### config.mk
export PLATFORM = sky130hd
export DESIGN_NAME = alu_uart_sequencer_flat
export DESIGN_NICKNAME = d
export VERILOG_FILES = /design/src/rtl/alu_pkg.sv /design/src/rtl/alu_uart_sequencer_if.sv /design/src/rtl/alu_uart_sequencer_frame_timer.sv /design/src/rtl/alu_uart_sequencer.sv /design/src/flat_wrapper.sv
export SDC_FILE = /design/constraint.sdc
export NUM_CORES = 1
export LEC_CHECK = 0
export BUFFER_PORTS_ARGS = -buffer_cell sky130_fd_sc_hd__buf_2
export CAP_MARGIN = 20
export CORE_ASPECT_RATIO = 0.7
export CORE_UTILIZATION = 40
export DETAILED_ROUTE_END_ITERATION = 16
export SETUP_SLACK_MARGIN = 0.3
export SYNTH_ARGS = -nofsm -noshare
export SYNTH_HDL_FRONTEND = slang
export SYNTH_SLANG_ARGS = --single-unit
### constraint.sdc
create_clock -name i_clock -period 2.15 [get_ports i_clock]
set_input_delay 0.1075 -clock i_clock [delete_from_list [all_inputs] [get_ports i_clock]]
set_output_delay 0.1075 -clock i_clock [all_outputs]
set_load 0.05 [all_outputs]
### src/rtl/alu_pkg.sv
`timescale 1ns/1ps
`default_nettype none
// ============================================================================
//  Module      : alu_pkg
//  Description : Shared constants for the ALU-over-UART design. Holds the
//                ALU opcodes, the frame and response lengths, and the
//                sequencer state encoding.
//  Revision    : 1.0  initial release
// ============================================================================
package alu_pkg;

  // ALU opcodes (6-bit)
  localparam logic [5:0] c_OP_ADD = 6'b100000;
  localparam logic [5:0] c_OP_SUB = 6'b100010;
  localparam logic [5:0] c_OP_AND = 6'b100100;
  localparam logic [5:0] c_OP_OR  = 6'b100101;
  localparam logic [5:0] c_OP_XOR = 6'b100110;
  localparam logic [5:0] c_OP_SRA = 6'b000011;
  localparam logic [5:0] c_OP_SRL = 6'b000010;
  localparam logic [5:0] c_OP_NOR = 6'b100111;

  // Bytes per command frame (A, B, Op) and per response (result, status)
  localparam int c_FRAME_LEN = 3;
  localparam int c_RESP_LEN  = 2;

  // Sequencer states
  typedef enum logic [2:0] {
    S_IDLE      = 3'd0,
    S_GET_B     = 3'd1,
    S_GET_OP    = 3'd2,
    S_EXEC      = 3'd3,
    S_SEND_RES  = 3'd4,
    S_WAIT_RES  = 3'd5,
    S_SEND_STAT = 3'd6,
    S_WAIT_STAT = 3'd7
  } seq_state_t;

endpackage
`default_nettype wire

### src/rtl/alu_uart_sequencer_if.sv
`timescale 1ns/1ps
`default_nettype none
// ============================================================================
//  Module      : alu_uart_sequencer_if
//  Description : UART byte handshakes and ALU operand/result bus seen by the
//                frame sequencer. The master modport is the sequencer side;
//                the slave modport is the UART/ALU side.
//  Revision    : 1.0  initial release
// ============================================================================
interface alu_uart_sequencer_if #(
  parameter int N    = 8,
  parameter int NSel = 6
);
  logic            i_rx_done;
  logic [7:0]      i_rx_data;
  logic            i_tx_done;
  logic [N-1:0]    i_alu_result;
  logic            i_alu_overflow;
  logic [N-1:0]    o_alu_A;
  logic [N-1:0]    o_alu_B;
  logic [NSel-1:0] o_alu_Op;
  logic            o_tx_start;
  logic [7:0]      o_tx_data;
  logic            o_busy;
  logic            o_timeout;

  modport master (
    input  i_rx_done, i_rx_data, i_tx_done, i_alu_result, i_alu_overflow,
    output o_alu_A, o_alu_B, o_alu_Op, o_tx_start, o_tx_data, o_busy, o_timeout
  );

  modport slave (
    output i_rx_done, i_rx_data, i_tx_done, i_alu_result, i_alu_overflow,
    input  o_alu_A, o_alu_B, o_alu_Op, o_tx_start, o_tx_data, o_busy, o_timeout
  );
endinterface
`default_nettype wire

### src/rtl/alu_uart_sequencer_frame_timer.sv
`timescale 1ns/1ps
`default_nettype none
// ============================================================================
//  Module      : frame_timer
//  Description : Inter-byte watchdog. Counts enabled cycles since the last
//                clear and flags expiry on the TIMEOUT-th enabled cycle.
//  Revision    : 1.0  initial release
// ============================================================================
module frame_timer #(
  parameter int TIMEOUT = 1_000_000
) (
  input  wire logic i_clock,
  input  wire logic i_reset,
  input  wire logic i_clear,
  input  wire logic i_enable,
  output logic      o_expire
);
  localparam int             c_CW   = (TIMEOUT > 1) ? $clog2(TIMEOUT) : 1;
  localparam logic [c_CW-1:0] c_LAST = c_CW'(TIMEOUT - 1);

  logic [c_CW-1:0] r_count;

  // Cycle counter: cleared by reset or an accepted byte, advances while enabled
  always_ff @(posedge i_clock) begin
    if (i_reset || i_clear) begin
      r_count <= '0;
    end else if (i_enable) begin
      r_count <= r_count + 1'b1;
    end
  end

  // Expiry is only meaningful while the owner is actually waiting for a byte
  assign o_expire = i_enable && (r_count == c_LAST);
endmodule
`default_nettype wire

### src/rtl/alu_uart_sequencer.sv
`timescale 1ns/1ps
`default_nettype none
// ============================================================================
//  Module      : alu_uart_sequencer
//  Description : Collects a 3-byte frame (A, B, Op) from the UART, drives the
//                registered ALU, then returns result byte and status byte.
//  Revision    : 1.0  initial release
// ============================================================================
module alu_uart_sequencer
  import alu_pkg::*;
#(
  parameter int N       = 8,
  parameter int NSel    = 6,
  parameter int TIMEOUT = 1_000_000
) (
  input  wire logic            i_clock,
  input  wire logic            i_reset,
  alu_uart_sequencer_if.master bus
);
  seq_state_t      r_state;
  seq_state_t      w_next_state;
  logic [N-1:0]    r_alu_A;
  logic [N-1:0]    r_alu_B;
  logic [NSel-1:0] r_alu_Op;
  logic [7:0]      r_tx_data;
  logic            r_ovf;
  logic            r_exec_last;
  logic            w_timer_clear;
  logic            w_timer_en;
  logic            w_expire;
  logic            w_timeout;

  // Timer only runs while waiting for the 2nd or 3rd byte of a frame
  assign w_timer_en = (r_state == S_GET_B) || (r_state == S_GET_OP);

  frame_timer #(.TIMEOUT(TIMEOUT)) u_frame_timer (
    .i_clock  (i_clock),
    .i_reset  (i_reset),
    .i_clear  (w_timer_clear),
    .i_enable (w_timer_en),
    .o_expire (w_expire)
  );

  // State register
  always_ff @(posedge i_clock) begin
    if (i_reset) r_state <= S_IDLE;
    else         r_state <= w_next_state;
  end

  // Next-state logic; an expiring timer takes priority over a byte arriving
  always_comb begin
    w_next_state  = r_state;
    w_timer_clear = 1'b0;
    w_timeout     = 1'b0;
    case (r_state)
      S_IDLE: begin
        if (bus.i_rx_done) begin
          w_next_state  = S_GET_B;
          w_timer_clear = 1'b1;
        end
      end
      S_GET_B, S_GET_OP: begin
        if (w_expire) begin
          w_next_state  = S_IDLE;
          w_timer_clear = 1'b1;
          w_timeout     = 1'b1;
        end else if (bus.i_rx_done) begin
          w_next_state  = (r_state == S_GET_B) ? S_GET_OP : S_EXEC;
          w_timer_clear = 1'b1;
        end
      end
      S_EXEC:      if (r_exec_last)     w_next_state = S_SEND_RES;
      S_SEND_RES:                       w_next_state = S_WAIT_RES;
      S_WAIT_RES:  if (bus.i_tx_done)   w_next_state = S_SEND_STAT;
      S_SEND_STAT:                      w_next_state = S_WAIT_STAT;
      S_WAIT_STAT: if (bus.i_tx_done)   w_next_state = S_IDLE;
      default:                          w_next_state = S_IDLE;
    endcase
  end

  // Operand capture, EXEC phase tracking and response byte staging
  always_ff @(posedge i_clock) begin
    if (i_reset) begin
      r_alu_A     <= '0;
      r_alu_B     <= '0;
      r_alu_Op    <= '0;
      r_tx_data   <= '0;
      r_ovf       <= 1'b0;
      r_exec_last <= 1'b0;
    end else begin
      if (r_state == S_IDLE && bus.i_rx_done)
        r_alu_A <= bus.i_rx_data[N-1:0];
      if (r_state == S_GET_B && bus.i_rx_done && !w_expire)
        r_alu_B <= bus.i_rx_data[N-1:0];
      if (r_state == S_GET_OP && bus.i_rx_done && !w_expire)
        r_alu_Op <= bus.i_rx_data[NSel-1:0];

      // EXEC spans two cycles: one for the ALU to register, one to read it
      r_exec_last <= (r_state == S_EXEC) ? ~r_exec_last : 1'b0;

      if (r_state == S_EXEC && r_exec_last) begin
        r_tx_data <= 8'(bus.i_alu_result);
        r_ovf     <= bus.i_alu_overflow;
      end else if (r_state == S_WAIT_RES && bus.i_tx_done) begin
        r_tx_data <= {7'b0, r_ovf};
      end
    end
  end

  assign bus.o_alu_A    = r_alu_A;
  assign bus.o_alu_B    = r_alu_B;
  assign bus.o_alu_Op   = r_alu_Op;
  assign bus.o_tx_data  = r_tx_data;
  assign bus.o_tx_start = (r_state == S_SEND_RES) || (r_state == S_SEND_STAT);
  assign bus.o_busy     = (r_state != S_IDLE);
  assign bus.o_timeout  = w_timeout;
endmodule
`default_nettype wire

### src/flat_wrapper.sv
// flat-port wrapper written by rule: the top's interface ports become plain ports
module alu_uart_sequencer_flat import alu_pkg::*;
#(
  parameter int N       = 8,
  parameter int NSel    = 6,
  parameter int TIMEOUT = 1_000_000
)
  (i_clock, i_reset, bus_i_rx_done, bus_i_rx_data, bus_i_tx_done, bus_i_alu_result, bus_i_alu_overflow, bus_o_alu_A, bus_o_alu_B, bus_o_alu_Op, bus_o_tx_start, bus_o_tx_data, bus_o_busy, bus_o_timeout);
  alu_uart_sequencer_if #(.N(N), .NSel(NSel)) bus_i ();
  input  wire logic i_clock;
  input  wire logic i_reset;
  input wire logic [$bits(bus_i.i_rx_done)-1:0] bus_i_rx_done;
  input wire logic [$bits(bus_i.i_rx_data)-1:0] bus_i_rx_data;
  input wire logic [$bits(bus_i.i_tx_done)-1:0] bus_i_tx_done;
  input wire logic [$bits(bus_i.i_alu_result)-1:0] bus_i_alu_result;
  input wire logic [$bits(bus_i.i_alu_overflow)-1:0] bus_i_alu_overflow;
  output wire logic [$bits(bus_i.o_alu_A)-1:0] bus_o_alu_A;
  output wire logic [$bits(bus_i.o_alu_B)-1:0] bus_o_alu_B;
  output wire logic [$bits(bus_i.o_alu_Op)-1:0] bus_o_alu_Op;
  output wire logic [$bits(bus_i.o_tx_start)-1:0] bus_o_tx_start;
  output wire logic [$bits(bus_i.o_tx_data)-1:0] bus_o_tx_data;
  output wire logic [$bits(bus_i.o_busy)-1:0] bus_o_busy;
  output wire logic [$bits(bus_i.o_timeout)-1:0] bus_o_timeout;
  assign bus_i.i_rx_done = bus_i_rx_done;
  assign bus_i.i_rx_data = bus_i_rx_data;
  assign bus_i.i_tx_done = bus_i_tx_done;
  assign bus_i.i_alu_result = bus_i_alu_result;
  assign bus_i.i_alu_overflow = bus_i_alu_overflow;
  assign bus_o_alu_A = bus_i.o_alu_A;
  assign bus_o_alu_B = bus_i.o_alu_B;
  assign bus_o_alu_Op = bus_i.o_alu_Op;
  assign bus_o_tx_start = bus_i.o_tx_start;
  assign bus_o_tx_data = bus_i.o_tx_data;
  assign bus_o_busy = bus_i.o_busy;
  assign bus_o_timeout = bus_i.o_timeout;
  alu_uart_sequencer #(.N(N), .NSel(NSel), .TIMEOUT(TIMEOUT)) u_core (.i_clock(i_clock), .i_reset(i_reset), .bus(bus_i));
endmodule
# Yosys cells after proc, flatten, opt, wreduce, memory -nomap -nowiden

Cells that the tools add are included.

Logic and storage cells: 57
Input bits: 21
Output and inout port bits: 33
Bits in writable memories: 0
Bits in read-only memories: 0
Flip-flop bits (word level): 55
Memories kept: 0
Latch bits: 0

Multipliers: 0
Muxes and demuxes: 15
Divide/modulo/power cells: 0
Equal/unequal tests: 13
Order comparisons: 0
Reduce and logical (&&, ||, !) cells: 18
Bitwise logic cells: 2
$add $sub $neg: 1
Shift operators: 0

Operators by type and width:

| kind                                                            | number |
|---|---|
| 3-bit case mux with 7 select lines                              | 1 |
| 20-bit by 1-bit adder with 20-bit output, second input constant | 1 |
| 20-bit == test, second input constant                           | 1 |
| 3-bit two-way mux                                               | 6 |
| 8-bit two-way mux                                               | 2 |
| 3-bit == test, second input constant                            | 4 |
| 1-bit logical AND                                               | 8 |
| 3-bit by 2-bit == test with 1-bit output, second input constant | 2 |
| 2-bit != test, second input constant                            | 3 |
| 1-bit two-way mux                                               | 5 |
| 5-bit AND reduction                                             | 1 |
| 2-bit OR reduction                                              | 2 |
| 3-bit by 1-bit == test with 1-bit output, second input constant | 1 |
| 3-bit logical NOT                                               | 1 |
| 1-bit logical OR                                                | 3 |
| 3-bit by 2-bit != test with 1-bit output, second input constant | 1 |
| 3-bit nonzero test                                              | 1 |
| 2-bit by 1-bit != test with 1-bit output, second input constant | 1 |
| 1-bit NOT                                                       | 2 |
| 1-bit case mux with 2 select lines                              | 1 |
| 2-bit nonzero test                                              | 1 |
| 1-bit logical NOT                                               | 1 |

# Depth between registers and ports, before layout

Gate-level depths: netlist of run 1.

Depth in word-level cells: 6
Depth in mapped cells: 7
Gate-level depth less buffers: 5

# Cells and area by module

From an unflattened synthesis of run 1, not the netlist that was laid out.

Cell total of the unflattened synthesis: 269
Area total of the unflattened synthesis: 2,388.5 um^2

By module, submodules not included:

| module             | sequential area each (um^2) | cells each | times used | area an instance (um^2) |
|---|---|---|---|---|
| alu_uart_sequencer | 700.7                       | 156        | 1          | 1,436.4 |
| frame_timer        | 400.4                       | 113        | 1          | 952.2 |

# Least setup slack after synthesis of run 1

Ideal clock, no wire load.

Path type: register to register
From: register u_core.u_frame_timer.r_count[8]
To: register u_core.u_frame_timer.r_count[3]
Stages on the path, launching flop included: 6
Buffers on the path: 1
Data required time: 2.019 ns
Arrival: 1.672 ns
Slack: 0.347 ns
Cell sequence: dfxtp_1 > nor4b_1 > nand4_1 > nor3_4 > buf_4 > nor3_1

Cells in the longest elaborated chain, start to end: 5

Ends and longest elaborated chain:

| element                            | RTL line                             | source |
|---|---|---|
| start: declaration                 | alu_uart_sequencer_frame_timer.sv:21 | `logic [c_CW-1:0] r_count;` |
| start signal: assignment           | alu_uart_sequencer_frame_timer.sv:28 | `r_count <= r_count + 1'b1;` |
| 20-bit == test                     | alu_uart_sequencer_frame_timer.sv:33 | `assign o_expire = i_enable && (r_count == c_LAST);` |
| 1-bit logical AND                  | alu_uart_sequencer_frame_timer.sv:33 |  |
| 1-bit two-way mux                  | alu_uart_sequencer.sv:63             | `if (w_expire) begin` |
| 1-bit case mux with 2 select lines | alu_uart_sequencer.sv:55             | `case (r_state)` |
| 1-bit logical OR                   | alu_uart_sequencer_frame_timer.sv:25 | `if (i_reset \|\| i_clear) begin` |

No other way between the ends.
A chain may end at the register's enable or synchronous reset.

# Final worst setup path of run 1

From: register u_core.u_frame_timer.r_count[8]
To: output port bus_o_timeout

Cells in the longest elaborated chain, start to end: 4

Ends and longest elaborated chain:

| element           | RTL line                             | source |
|---|---|---|
| 20-bit == test    | alu_uart_sequencer_frame_timer.sv:33 |  |
| 1-bit logical AND | alu_uart_sequencer_frame_timer.sv:33 |  |
| 1-bit two-way mux | alu_uart_sequencer.sv:63             |  |
| 1-bit two-way mux | alu_uart_sequencer.sv:55             |  |
| end: declaration  | flat_wrapper.sv:23                   | `output wire logic [$bits(bus_i.o_timeout)-1:0] bus_o_timeout;` |

No other way between the ends.

==> results.json, run 1 <==
{
  "status": "finished clean",
  "final_common_cell": "buf_2",
  "die_x_um": 99.3,
  "critPathLaunchType": "flop",
  "vias": 2289,
  "wl_per_cell_um": 14.3,
  "yosys.area.top_type_share_pct": 41.5,
  "finalMaxSlewViolations": 0,
  "cp_slowest_cell": "dfxtp_2",
  "grt_use_met2_pct": 24.8,
  "setup_slack_ns": 0.290,
  "fp-row-count": 24,
  "hold_path_class": "in -> reg",
  "cp_max_fo": 6,
  "synth-seq-cells": 55,
  "skew_ns": 0.00633,
  "place_ws_ns": 0.268,
  "arrival_ns": 1.75,
  "maxCapViolCount": 0,
  "worstSetupPathType": "reg -> out",
  "synthTopCellsByArea": "dfxtp_1 (42%), mux2i_1 (6.0%), nand2b_1 (5.9%), nand2_1 (4.1%), a211oi_1 (2.8%)",
  "drc": 0,
  "nNetsFinal": 370,
  "grt_pass1_wl_um": 10100,
  "netlist_instances": 294,
  "die-area_mm2": 0.00696,
  "drtPass1Iterations": 4,
  "ctsHoldBuffers": 0,
  "io_pins": 54,
  "hold_violations": 0,
  "setup_viol_count_final": 0,
  "worst_slew_pin_slew_ns": 0.487,
  "final_cell_mix": "buf_2 (52), dfxtp_1 (46), nand2_1 (29)",
  "cts_buffer_depth": 2,
  "clock_sinks": 55,
  "fin_crit_ns": 1.86,
  "slew_headroom_pct": 67.1,
  "layout-drive-gt1-share_pct": 30.3,
  "cp-end-kind": "output port",
  "crit_path_cell_trace": "nor4b_1, nand4_1, nor3_4, buf_6",
  "coreArea_mm2": 0.00631,
  "power.leakage_nw": 1.22,
  "slowest_delay_ns": 0.37,
  "gp_congestion": 0.814,
  "required_ns": 2.04,
  "tns_ns": 0,
  "drtIter0Drc": 133,
  "clk_pin_slew_ns": 0.09,
  "gr-usage-all-layers_pct": 18.1,
  "die_h_um": 70.1,
  "grt.met1_usage_pct": 27.7,
  "cellPowerDensity_mw_per_mm2": 596,
  "tritoncts": "yes",
  "syn_to_final_growth_pct": 19.4,
  "grt_setup_unrepaired": "yes",
  "fill_cells": 613,
  "grt_pass1_vias": 2074,
  "cts_root_buf": "clkbuf_8",
  "clk_latency_ns": 0.30,
  "synth-edff-count": 0,
  "syn_avg_cell_area_um2": 9.02,
  "h-tree-depth": 2,
  "grt_max_degree": 27,
  "yosys.area.top_type": "dfxtp_1",
  "io_buffers": 53,
  "grt_use_met3_pct": 4.20,
  "grt_remaining_overflow": 0,
  "ys_types": 47,
  "numCtsBuffers": 5,
  "synth_area_mm2": 0.00265,
  "ff2ff_setup_slack_ns": 0.35,
  "multi_input_area_mm2": 0.00148,
  "synth_ff_type": "dfxtp_1",
  "top_usage_layer": "met1",
  "postRouteAntennaNets": 0,
  "drt-total-wl_um": 6070,
  "synth_nets": 316,
  "ff_latch_area_mm2": 0.00111,
  "ys_warn_count": 0,
  "diodes": 0,
  "crit_family": "simple AND/OR/NAND/NOR gates",
  "fin_crit_sh_pct": 86.5,
  "antenna_found_initial": 0,
  "seq_area_frac_synth_pct": 41.5,
  "hpwl_um": 4360,
  "max_freq_ghz": 0.538,
  "vdd_drop_max_mv": 0.277,
  "start_util_pct": 42.0,
  "synthArstFlopShare_pct": 0,
  "critPathBufInv": 1,
  "vias_per_cell": 5.39
}
-- area by class of cell --
type	instances	area share, %
Clock buffer	6	2.29
Inverter	2	0.237
Multi-Input combinational cell	214	46.7
Sequential cell	55	35.1
Tap cell	78	3.08
Timing Repair Buffer	70	12.6
-- repair_timing --
| action | CTS | global route |
|---|---|---|
| gates resized for setup | 6 | 16 |
| gates cloned | 0 | 0 |
| setup buffers | 2 | 4 |
| endpoints found under the setup margin | 15 | 30 |
| pin swaps | 2 | 3 |
-- sequential cells by signal (all words and copies together) (netlist names) --
signal	flops
u_core.bus.o_alu_A	8
u_core.bus.o_alu_B	8
u_core.bus.o_alu_Op	6
u_core.bus.o_tx_data	8
u_core.r_exec_last	1
u_core.r_ovf	1
u_core.r_state	3
u_core.u_frame_timer.r_count	20
-- final timing paths --
path	depth (start not counted)	end	startpoint
hold / removal	3	u_core.bus.o_tx_data[1]	bus_i_alu_result[1]
setup reg to reg	5	u_core.bus.o_alu_B[0]	u_core.u_frame_timer.r_count[8]
hold reg to reg	2	u_core.bus.o_alu_A[3]	u_core.bus.o_alu_A[3]
setup / recovery	4	bus_o_timeout	u_core.u_frame_timer.r_count[8]
-- cell families after synthesis --
group / after synthesis / share of synthesized area [%]
simple gates: 136 / 29.4
flops: 55 / 41.5
compound gates: 51 / 13.7
buf+inv: 25 / 4.67
mux: 17 / 6.47
xor+xnor: 9 / 3.68
fa+ha+maj: 1 / 0.472
-- per-layer routing --
layer,wire [um],up-vias
li1,-,1163
met1,3220,1066
met2,2420,56
met3,364,4
met4,62,0
met5,0,-
-- worst min-delay path, stage by stage --
cell     delay (ns)
buf_2          0.07
a22oi_1        0.05
nor2_1         0.07
-- report_power, final --
part           leakage [nW]  internal, mW  switching [mW]
combinational         0.733        0.0955           0.203
sequential            0.450          1.05          0.0172
clock                0.0371         0.218           0.308
-- through the flow --
stage	utilization, %	area [um^2]	total power [mW]	cells	hold WS [ns]
after floorplan	-	2650	1.30	294	0.244
after detailed placement	47.3	2980	1.38	413	0.349
after global routing	50.2	3170	1.97	425	0.0446
after CTS	49.1	3100	1.90	421	0.0383
after global placement	47.3	2980	1.37	413	0.341
final	50.2	3170	1.89	425	0.0438
-- cell usage after synthesis, types with 2 or more instances --
library cell and number:
a211oi_1 10, a211oi_2 2, a21oi_1 11, a22oi_1 7
and3_1 3, and4_1 2, and4b_1 2, buf_2 6
buf_4 2, buf_6 2, clkbuf_1 13, dfxtp_1 55
inv_1 2, mux2i_1 16, nand2_1 29, nand2b_1 25
nand3_1 9, nand3_2 2, nand3b_1 2, nand4_1 8
nor2_1 18, nor2b_1 3, nor3_1 10, nor4b_1 4
o21ai_0 5, o31ai_1 8, or3_1 5, or3b_2 2
or4_1 6, or4_4 2, xnor2_1 2, xor2_1 6
No activity file was read; power rests on OpenSTA's default activity.
==> run 2, diff against run 1 <==
--- a/constraint.sdc
+++ b/constraint.sdc
@@ -3,2 +3,2 @@
 set_output_delay 0.1075 -clock i_clock [all_outputs]
-set_load 0.05 [all_outputs]
+set_load 0.02 [all_outputs]
==> run 2 against run 1 <==
Hold slack lost 0.0082 ns. Utilization grew 0.50 points. Sequential cell count is the same. Maximum frequency grew 4.4%. Register-to-register slack gained 0.03 ns. Count of clock-buffer cells in the layout shrank 1. Largest cell class unchanged. Largest power group unchanged.
==> results.json, run 2 (same netlist as run 1, synthesis figures left out) <==
{
  "postRouteAntennaNets": 0,
  "setup_viol_count_final": 0,
  "hold_depth": 3,
  "vias_per_cell": 5.36,
  "die_x_um": 99.3,
  "ff_latch_area_mm2": 0.00111,
  "critPathLaunchType": "flop",
  "drtPass1Iterations": 4,
  "power_frac_comb_pct": 12.9,
  "grt_pass1_vias": 2126,
  "antenna_found_initial": 0,
  "tritoncts": "yes",
  "fin_crit_ns": 1.78,
  "worst_hold_path.endpoint": "u_core.bus.o_alu_A[0]",
  "io_pins": 54,
  "clk_pin_slew_ns": 0.10,
  "finalMaxSlewViolations": 0,
  "die-area_mm2": 0.00696,
  "io_buffers": 53,
  "min-delay-start": "bus_i_rx_data[0]",
  "largest_register_ffs": 20,
  "ff2ff_path_depth": 4,
  "start_util_pct": 42.0,
  "hold_violations": 0,
  "setup_slack_ns": 0.370,
  "drtIter0Drc": 155,
  "gr-usage-all-layers_pct": 18.8,
  "placed_area_mm2": 0.00299,
  "tns_ns": 0,
  "place_inst": 414,
  "cts_buffer_depth": 2,
  "hold_path_class": "in -> reg",
  "maxCapViolCount": 0,
  "power.share.sequential_pct": 53.2,
  "power.leakage_nw": 1.23,
  "max_freq_ghz": 0.562,
  "report.power.total_mw": 2.00,
  "r2r_end": "u_core.u_frame_timer.r_count[13]",
  "diodes": 0,
  "fill_cells": 602,
  "final_cell_mix": "buf_2 (53), dfxtp_1 (47), nand2_1 (29)",
  "cts_root_buf": "clkbuf_8",
  "die_h_um": 70.1,
  "worst_slew_pin_slew_ns": 0.511,
  "fin_crit_sh_pct": 82.8,
  "final_cells": 425,
  "regMostFlops": "u_core.u_frame_timer.r_count",
  "required_ns": 2.04,
  "worstSetupPathType": "reg -> out",
  "p_int_mw": 1.49,
  "cp-end-kind": "output port",
  "coreArea_mm2": 0.00631,
  "skew_ns": 0.00912,
  "swShare_pct": 25.3,
  "numCtsBuffers": 5,
  "place_ws_ns": 0.268,
  "cellPowerDensity_mw_per_mm2": 625,
  "syn_to_final_growth_pct": 20.6,
  "status": "finished clean",
  "final_common_cell": "buf_2",
  "p_clk_share_pct": 33.9,
  "wl_per_cell_um": 14.7,
  "nNetsFinal": 369,
  "clk_latency_ns": 0.30,
  "final_area_mm2": 0.00320,
  "gp_congestion": 0.817,
  "drt-total-wl_um": 6240,
  "clock_sinks": 55,
  "grt_setup_unrepaired": "yes",
  "grt_pass1_wl_um": 10400,
  "arrival_ns": 1.67,
  "fin_hold_ws_ns": 0.0356,
  "multi_input_area_mm2": 0.00148,
  "layout-drive-gt1-share_pct": 30.3,
  "vias": 2279,
  "fp-row-count": 24,
  "grt_max_degree": 32,
  "slew_headroom_pct": 65.9,
  "vdd_drop_max_mv": 0.322,
  "r2r-start": "u_core.u_frame_timer.r_count[5]",
  "ff2ff_setup_slack_ns": 0.38,
  "cp_max_fo": 7,
  "netSwitchingPower_mw": 0.506,
  "drc": 0,
  "grt_remaining_overflow": 0,
  "final_util_pct": 50.7,
  "hpwl_um": 4450,
  "h-tree-depth": 2
}
## run 2: cell types whose count changed in the layout (fill, tap and decap cells not counted), sizes merged
| cell | change |
|---|---|
| buf | -1 |
| clkbuf | -1 |
| inv | -1 |
| clkinvlp | +2 |
| bufinv | +1 |
## run 2: worst max-delay path by stage
stage	cells after the start	startpoint	to	slack, ns
finish	5	u_core.u_frame_timer.r_count[14]	bus_o_timeout	0.37
global route	5	u_core.u_frame_timer.r_count[8]	bus_o_timeout	0.27
CTS	6	u_core.u_frame_timer.r_count[0]	bus_o_timeout	0.31
detailed placement	5	u_core.u_frame_timer.r_count[0]	u_core.bus.o_alu_Op[2]	0.27
global placement	5	u_core.u_frame_timer.r_count[8]	bus_o_timeout	0.31
floorplan	7	u_core.u_frame_timer.r_count[0]	u_core.u_frame_timer.r_count[16]	0.39
## run 2: final cells by class
type	instances	share of cell area, %
Multi-Input combinational cell	214	46.4
Clock buffer	5	2.15
Clock inverter	2	1.17
Sequential cell	55	34.7
Tap cell	78	3.05
Inverter	2	0.352
Timing Repair Buffer	69	12.2
## run 2: metal layers
| layer | track usage (%) | vias to the layer above | part of all wire (%) |
|---|---|---|---|
| li1 | - | 1167 | - |
| met1 | 29.5 | 1054 | 55 |
| met2 | 26.1 | 56 | 41 |
| met3 | 3.80 | 2 | 4.5 |
| met4 | 3.92 | 0 | 0.40 |
| met5 | 0 | - | 0 |
## run 2: worst max-delay path, stage by stage (launching register included)
cell	delay, ns
dfxtp_1	0.44
nor2b_1	0.32
nand3_4	0.18
nor3_4	0.15
buf_6	0.13
buf_2	0.15
## run 2: power by group through the flow
| stage | combinational, mW | clock, mW | sequential [mW] |
|---|---|---|---|
| finish | 0.257 | 0.677 | 1.06 |
| global route | 0.284 | 0.740 | 1.07 |
| CTS | 0.247 | 0.688 | 1.06 |
| detailed placement | 0.244 | 0 | 1.09 |
| global placement | 0.243 | 0 | 1.09 |
| floorplan | 0.142 | 0 | 1.11 |
## run 2: timing repair
| action | CTS | global route |
|---|---|---|
| endpoints found under the hold margin | 0 | 0 |
| hold buffers | 0 | 0 |
| buffers inserted | 2 | 2 |
| endpoints found under the setup margin | 18 | 22 |
| pin swaps | 1 | 3 |
| gates resized for setup | 8 | 12 |
==> run 3, diff against run 2 <==
Clock period 2.15 ns to 1.7 ns, I/O delays scaled along.
==> run 3 against run 2 <==
Cell area increased by 17%. Via count increased by 8.9%. First-iteration DRC count decreased by 15%. Largest cell class unchanged. Highest routed layer unchanged. Sequential power increased by 26%. Sequential cell count unchanged. Routed wire length increased by 12%. Die area unchanged. Utilization increased by 8.7 points. Global-route usage increased by 1.5 points. Setup slack got worse by 0.35 ns. Clock power increased by 6.1%. Count of clock-buffer cells in the layout increased by 1.
==> results.json, run 3 (same netlist as run 1, synthesis figures left out) <==
{
  "placed_area_mm2": 0.00314,
  "vias_per_cell": 5.42,
  "clk_pin_slew_ns": 0.10,
  "io_pins": 54,
  "nNetsFinal": 401,
  "grt_use_met3_pct": 4.50,
  "r2r_end": "u_core.u_frame_timer.r_count[8]",
  "final_common_cell": "buf_2",
  "largest_register_ffs": 20,
  "min-delay-start": "bus_i_alu_result[3]",
  "place_inst": 427,
  "status": "finished clean",
  "final_cell_mix": "buf_2 (50), dfxtp_1 (41), buf_4 (34)",
  "hold_depth": 3,
  "grt_setup_unrepaired": "yes",
  "hold_path_class": "in -> reg",
  "cellPowerDensity_mw_per_mm2": 669,
  "cp_max_fo": 4,
  "fill_cells": 544,
  "fin_crit_sh_pct": 98.8,
  "fin_crit_ns": 1.68,
  "final_cells": 458,
  "grt_max_degree": 32,
  "gp_congestion": 0.843,
  "drc": 0,
  "die_x_um": 99.3,
  "vias": 2482,
  "syn_to_final_growth_pct": 41.2,
  "tns_ns": 0,
  "slew_headroom_pct": 65.8,
  "postRouteAntennaNets": 0,
  "cts_root_buf": "clkbuf_8",
  "worst_hold_path.endpoint": "u_core.bus.o_tx_data[3]",
  "wl_per_cell_um": 15.3,
  "die_h_um": 70.1,
  "grt_pass1_wl_um": 11300,
  "tritoncts": "yes",
  "ctsHoldBuffers": 0,
  "finalMaxSlewViolations": 0,
  "coreArea_mm2": 0.00631,
  "drtPass1Iterations": 4,
  "max_freq_ghz": 0.596,
  "report.power.total_mw": 2.51,
  "grt_remaining_overflow": 0,
  "drtIter0Drc": 131,
  "vdd_drop_max_mv": 0.379,
  "clk_latency_ns": 0.31,
  "grt_use_met2_pct": 29.3,
  "top_usage_layer": "met1",
  "ff2ff_path_depth": 7,
  "cts_buffer_depth": 2,
  "fp-row-count": 24,
  "layout-drive-gt1-share_pct": 46.3,
  "critPathLaunchType": "flop",
  "maxCapViolCount": 0,
  "io_buffers": 53,
  "drt-total-wl_um": 7000,
  "worstSetupPathType": "reg -> out",
  "cp-end-kind": "output port",
  "grt.met1_usage_pct": 30.5,
  "final_area_mm2": 0.00374,
  "start_util_pct": 42.0,
  "numCtsBuffers": 5,
  "r2r-start": "u_core.u_frame_timer.r_count[10]",
  "ff2ff_setup_slack_ns": 0.04,
  "worst_slew_pin_slew_ns": 0.513,
  "final_util_pct": 59.4,
  "required_ns": 1.62,
  "die-area_mm2": 0.00696,
  "arrival_ns": 1.59,
  "regMostFlops": "u_core.u_frame_timer.r_count",
  "power.leakage_nw": 1.45,
  "hpwl_um": 4540,
  "grt_pass1_vias": 2320,
  "hold_violations": 0,
  "h-tree-depth": 2,
  "diodes": 0,
  "gr-usage-all-layers_pct": 20.3,
  "setup_viol_count_final": 0,
  "clock_sinks": 55,
  "skew_ns": 0.0136,
  "antenna_found_initial": 0
}
run 3: changes by cell type in the layout (fill, tap and decap cells not counted), moves of 6 or more:
| cell | before | now |
|---|---|---|
| a21oi_1 | 11 | 5 |
| a21oi_2 | 0 | 6 |
| buf_4 | 15 | 34 |
| buf_6 | 1 | 12 |
| dfxtp_1 | 47 | 41 |
| dfxtp_4 | 0 | 7 |
| nand2_1 | 29 | 21 |
| nand2_2 | 0 | 8 |
run 3: report_power, final:
group	switching, mW	leakage (nW)	internal [mW]
Combinational	0.237	0.951	0.208
Sequential	0.0280	0.454	1.32
Clock	0.428	0.0412	0.289
Total	0.693	1.45	1.81
run 3: per-layer routing:
layer,part of all wire (%),vias to the layer above,wire (um)
met5,0,-,0
met4,1.2,0,85
met3,5.0,8,351
met2,42,64,2940
met1,52,1171,3630
li1,-,1239,-
run 3: how the worst max path moves through the flow:
stage,slack [ns],startpoint,endpoint,cells after the start
floorplan,0.05,u_core.u_frame_timer.r_count[7],u_core.u_frame_timer.r_count[7],5
global placement,0.04,u_core.r_state[0],u_core.u_frame_timer.r_count[19],4
detailed placement,-0.03,u_core.r_state[0],u_core.u_frame_timer.r_count[19],4
CTS,0.01,u_core.u_frame_timer.r_count[10],bus_o_timeout,6
global route,-0.08,u_core.u_frame_timer.r_count[10],bus_o_timeout,6
finish,0.02,u_core.u_frame_timer.r_count[10],bus_o_timeout,6
run 3: final cells by class:
cell class / instances / area, um^2 / area share (%)
multi-input combinational: 214 / 1690 / 45.1
tap: 78 / 97.6 / 2.61
timing repair buffer: 101 / 731 / 19.5
sequential: 55 / 1140 / 30.3
clock inverter: 2 / 12.5 / 0.334
clock buffer: 6 / 72.6 / 1.94
inverter: 2 / 7.51 / 0.200
run 3: stage by stage:
step / setup slack (ns) / hold WS (ns)
after global routing: -0.0774 / 0.0160
after floorplan: 0.0517 / 0.221
after global placement: 0.0449 / 0.319
after CTS: 0.0123 / 0.00442
after detailed placement: -0.0301 / 0.331
final: 0.0211 / 0.00736
run 3: critical path: stages, from the launching register on:
cell,delay [ns]
dfxtp_2,0.35
nor4b_4,0.27
nand4_1,0.14
buf_6,0.16
nor3_4,0.14
buf_12,0.13
buf_8,0.10
run 3: what timing repair did:
item,in CTS,in global routing
gates resized for setup,41,50
pin swaps,9,30
endpoints found under the setup margin,49,52
gates cloned,0,1
setup buffers,14,8
